`src/rtl/addsub_arbiter.sv`:
```
// ---------------------------------------------------------------------------
// addsub_arbiter
//   Shares one combinational AddSub unit between two requesters. Arbitration
//   is round-robin. The 4-bit command is decoded into the adder mode. Operands
//   are launched to the AddSub, the block waits SETTLE edges, then captures the
//   sum, carry and overflow. The granted requester gets a one-cycle done pulse.
//
// Ports
//   clk, rst_n              clock, asynchronous active-low reset
//   req0/1                  request level from each requester
//   cmd0/1, a0/1, b0/1      command and operands, held until the matching gnt
//   gnt0/1                  one-cycle pulse: operands accepted
//   done0/1                 one-cycle pulse: result/carry/ovf/err are valid
//   au_a, au_b, au_mode     operands and mode (0 = add, 1 = sub) to the AddSub
//   au_sum, au_carry, au_ovf  AddSub results (sum is already sign-extended)
//   result, carry_out, ovf_out  captured results, held until the next capture
//   err_out                 last transaction carried an illegal command
//   busy                    high while an operation is in flight
// ---------------------------------------------------------------------------
module addsub_arbiter #(
  parameter int         WIDTH   = 16,
  parameter int         SETTLE  = 2,
  parameter logic [3:0] ADD_CMD = 4'b0001,
  parameter logic [3:0] SUB_CMD = 4'b0101
) (
  input  logic                 clk,
  input  logic                 rst_n,
  input  logic                 req0,
  input  logic [3:0]           cmd0,
  input  logic [WIDTH-1:0]     a0,
  input  logic [WIDTH-1:0]     b0,
  output logic                 gnt0,
  output logic                 done0,
  input  logic                 req1,
  input  logic [3:0]           cmd1,
  input  logic [WIDTH-1:0]     a1,
  input  logic [WIDTH-1:0]     b1,
  output logic                 gnt1,
  output logic                 done1,
  output logic [WIDTH-1:0]     au_a,
  output logic [WIDTH-1:0]     au_b,
  output logic                 au_mode,
  input  logic [2*WIDTH-1:0]   au_sum,
  input  logic                 au_carry,
  input  logic                 au_ovf,
  output logic [2*WIDTH-1:0]   result,
  output logic                 carry_out,
  output logic                 ovf_out,
  output logic                 err_out,
  output logic                 busy
);

  localparam int CW = $clog2(SETTLE + 1);

  typedef enum logic {IDLE, RUN} state_t;

  state_t          state;
  logic [CW-1:0]   counter;
  logic            owner;
  logic            last_grant;
  logic            illegal;

  // Arbitration decision and the winner's inputs.
  logic             pick;
  logic [3:0]       sel_cmd;
  logic [WIDTH-1:0] sel_a;
  logic [WIDTH-1:0] sel_b;

  // NOTE: every signal written in always_comb gets a value on every path,
  // otherwise synthesis infers a latch.
  always_comb begin
    pick    = 1'b0;
    sel_cmd = cmd0;
    sel_a   = a0;
    sel_b   = b0;
    // On a tie the requester that was not served last wins.
    if (req0 && req1) pick = ~last_grant;
    else              pick = req1;
    if (pick) begin
      sel_cmd = cmd1;
      sel_a   = a1;
      sel_b   = b1;
    end
  end

  // NOTE: all state and outputs are updated with non-blocking assignments so
  // every register samples the pre-edge values regardless of statement order.
  always_ff @(posedge clk or negedge rst_n) begin
    if (!rst_n) begin
      // NOTE: every register is reset, including the operand/result registers;
      // there is no memory array here that would make that costly.
      state      <= IDLE;
      counter    <= '0;
      owner      <= 1'b0;
      last_grant <= 1'b1;   // requester 0 wins the first tie
      illegal    <= 1'b0;
      au_a       <= '0;
      au_b       <= '0;
      au_mode    <= 1'b0;
      result     <= '0;
      carry_out  <= 1'b0;
      ovf_out    <= 1'b0;
      err_out    <= 1'b0;
      gnt0       <= 1'b0;
      gnt1       <= 1'b0;
      done0      <= 1'b0;
      done1      <= 1'b0;
      busy       <= 1'b0;
    end else begin
      // Handshake strobes are single-cycle pulses.
      gnt0  <= 1'b0;
      gnt1  <= 1'b0;
      done0 <= 1'b0;
      done1 <= 1'b0;

      case (state)
        IDLE: begin
          // With no request the AddSub operands are left untouched.
          if (req0 || req1) begin
            gnt0    <= ~pick;
            gnt1    <= pick;
            owner   <= pick;
            au_a    <= sel_a;
            au_b    <= sel_b;
            counter <= CW'(SETTLE);
            state   <= RUN;
            busy    <= 1'b1;
            if (sel_cmd == ADD_CMD) begin
              au_mode <= 1'b0;
              illegal <= 1'b0;
            end else if (sel_cmd == SUB_CMD) begin
              au_mode <= 1'b1;
              illegal <= 1'b0;
            end else begin
              // Mode is left as it was; the result is forced to zero at capture.
              illegal <= 1'b1;
            end
          end
        end

        RUN: begin
          counter <= counter - 1'b1;
          if (counter == CW'(1)) begin
            if (illegal) begin
              result    <= '0;
              carry_out <= 1'b0;
              ovf_out   <= 1'b0;
              err_out   <= 1'b1;
            end else begin
              result    <= au_sum;
              carry_out <= au_carry;
              ovf_out   <= au_ovf;
              err_out   <= 1'b0;
            end
            done0      <= ~owner;
            done1      <= owner;
            last_grant <= owner;
            state      <= IDLE;
            busy       <= 1'b0;
          end
        end

        default: state <= IDLE;
      endcase
    end
  end

endmodule

```
`config.mk`:
```
export PLATFORM = sky130hd
export DESIGN_NAME = addsub_arbiter
export DESIGN_NICKNAME = d
export VERILOG_FILES = /design/src/rtl/addsub_arbiter.sv
export SDC_FILE = /design/constraint.sdc
export NUM_CORES = 1
export LEC_CHECK = 0
export CAP_MARGIN = 10
export CORE_UTILIZATION = 30
export CTS_CLUSTER_DIAMETER = 200
export CTS_CLUSTER_SIZE = 25
export DETAILED_ROUTE_END_ITERATION = 16
export REMOVE_ABC_BUFFERS = 1
export SYNTH_ARGS = -nofsm -noshare
export SYNTH_HDL_FRONTEND = slang
export SYNTH_SLANG_ARGS = --single-unit
```
`constraint.sdc`:
```
create_clock -name clk -period 2.4 [get_ports clk]
set_clock_uncertainty 0.1 [all_clocks]
set_input_delay 0.6 -clock clk [delete_from_list [all_inputs] [get_ports clk]]
set_output_delay 0.6 -clock clk [all_outputs]
set_load 0.03 [all_outputs]
```
==> results.yml <==
run_status:
  outcome: "complete, no violations"
sta:
  hold_viol: 0
  fmax_mhz: 473
  worst_pin_slew_ns: 0.880
  hold_ws_ns: 0.129
  setup_violations: 0
  layout_setup_ws_ns: 0.288
  rsz0062_at_grt: "no"
  fin_crit_sh_pct: 88.0
  slew_headroom_pct: 41.3
  maxSlewViolCount: 0
  fin_setup_tns_ns: 0
  period_minus_slack_ns: 2.11
setup_path:
  startpoint_type: "flip-flop"
  critPathTopFamily: "buffers and inverters"
  cp_cell_sequence: "clkdlybuf4s50_1"
  cp.arrival_ns: 1.41
  reg2reg_depth: 4
  required_ns: 1.70
  crit_path_end_kind: "output pin"
  cp_slowest_cell: "clkdlybuf4s50_1"
  r2r_start: "last_grant"
  max_stage_delay_ns: 0.69
  r2r_end: "au_mode"
  regToRegSetupSlack_ns: 0.61
  critical_path_class: "reg -> out"
  crit_fanout: 2
  worst-path-buf-inv: 1
yosys:
  syn_area_sq_um: 3310
  synth_area_leaders: "dfrtp_1, o21ai_0, nand2b_1"
  yosysTopAreaCell: "dfrtp_1"
  asyncSetResetFlopFracSynth_pct: 100
  syn_inst: 312
  ys.flop_type: "dfrtp_1"
  synth_seq_cells: 79
  yosysTopAreaCellShare_pct: 58.9
  yosysMostFrequentCell: "dfrtp_1"
  yosysWarnings: 0
  synth_cell_type_count: 27
  synth_common_cells: "dfrtp_1, nand2_1, o21ai_0, nand2b_1, inv_1"
  synth_seq_area_share_pct: 59.7
  synth-edff-count: 0
  avgSynthCellArea_sq_um: 10.6
cts:
  post_cts_buffers: 0
  cts_hold_buf: 0
  htree_num_levels: 3
  insertion_delay_ns: 0.34
  cts_num_sinks: 79
  cts_tree: "yes"
  cts_buffers: 9
  clkTransAtPathRegs_ns: 0.09
  cts_buffer_depth: 2
  clock-root-buffer: "clkbuf_8"
  ctsResizeCount: 0
grt:
  grt_antenna_before_repair: 0
  grt_start_max_net_pins: 60
  grt_usage_pct: 16.2
  grt_pass1_wl_mm: 14.4
  grt_pass1_vias: 2954
  globalRouteOverflowTotal: 0
final_layout:
  syn2layout_area_growth_pct: 69.5
  diodes: 0
  final_util_pct: 52.1
  fin_area_sq_um: 5620
  stdcell_count: 643
  fin_nets: 609
  drive_gt1_share_pct: 8.15
placement:
  dp_hpwl_mm: 6.59
  dp_slack_ns: -0.0231
  globalplace.congestion: 0.734
  placed_area_sq_um: 5360
  portBuffers: 182
  dp_cells: 627
pwr:
  power_density_nw_per_um2: 1210
  peakVddDrop_mv: 0.524
  p_leak_nw: 2.47
  p_total_mw: 6.81
floorplanning:
  io_pins: 183
  coreArea_sq_um: 10800
  dieArea_sq_um: 11500
  die_x_um: 107
  die_h_um: 107
  start_util_pct: 30.7
  rows: 38
route:
  via_count: 2895
  drcViolationCount: 0
  drtAntennaViolNets: 0
  drt_iter0_drc: 159
  drt-pass1-iter-count: 7
  routed_wl_mm: 8.89
  wl_per_cell_um: 13.8
  vias_per_cell: 4.50
min_path:
  hold_class: "in -> async"
job:
  drv_cap: 0
[area by class of cell]
cell class	instances	area [sq um]
multi-input combinational	194	1180
timing repair buffer	196	1960
sequential	79	1980
inverter	18	67.6
tap	140	175
clock inverter	6	116
fill	1053	5170
clock buffer	10	138
[cell usage in the layout (no fill, tap or decap), types with 2 or more instances in the layout]
cell type        synthesis  layout
a21o_1                   2       2
a21oi_1                  2       2
a222oi_1                15      15
buf_12                   0       3
buf_4                    2      12
bufinv_16                0       3
clkbuf_8                 0      10
clkdlybuf4s50_1          0     181
clkinv_4                 0       2
dfrtp_1                 78      78
inv_1                   18      18
mux2_2                   4       4
mux2i_1                 17      17
nand2_1                 54      53
nand2b_1                34      34
nor2_1                   3       3
o21ai_0                 52      52
[kinds of logic (layout without fill, tap and decap cells)]
group | Yosys count | after routing | synth area share [%]
compound gates | 75 | 75 | 14.3
fa+ha+maj | 1 | 1 | 0.377
buf+inv | 39 | 230 | 4.98
flops | 79 | 79 | 59.7
mux | 21 | 21 | 6.49
simple gates | 97 | 97 | 14.2
[registers in the layout, indices dropped and copies added (netlist names)]
name and count:
au_a 16, au_b 16, au_mode 1, busy 1
carry_out 1, counter 2, done0 1, done1 1
err_out 1, gnt0 1, gnt1 1, illegal 1
last_grant 1, ovf_out 1, owner 1, result 32
state 1
[worst max-delay path by stage]
stage | slack (ns) | from | depth (start not counted) | endpoint
2_1_floorplan | -0.22 | req1 | 4 | au_a[10]
3_3_place_gp | 0.01 | req1 | 5 | au_mode
3_5_place_dp | -0.02 | req1 | 5 | au_mode
4_1_cts | 0.26 | au_a[9] | 1 | au_a[9]
5_1_grt | 0.22 | result[17] | 1 | result[17]
6_report | 0.29 | au_a[9] | 1 | au_a[9]
[report_power, final]
part           switching [mW]  leakage (nW)  internal (mW)
clock                   0.483         0.127          0.727
combinational            1.84          1.35           1.51
sequential              0.359         0.999           1.88
[per-layer routing]
metal	up-vias	wire (um)	GRT usage, %
li1	1430	-	-
met1	1318	3770	19.6
met2	137	4080	26.6
met3	10	905	5.90
met4	0	131	5.58
met5	-	0	0
No activity file was read; power rests on OpenSTA's default activity.
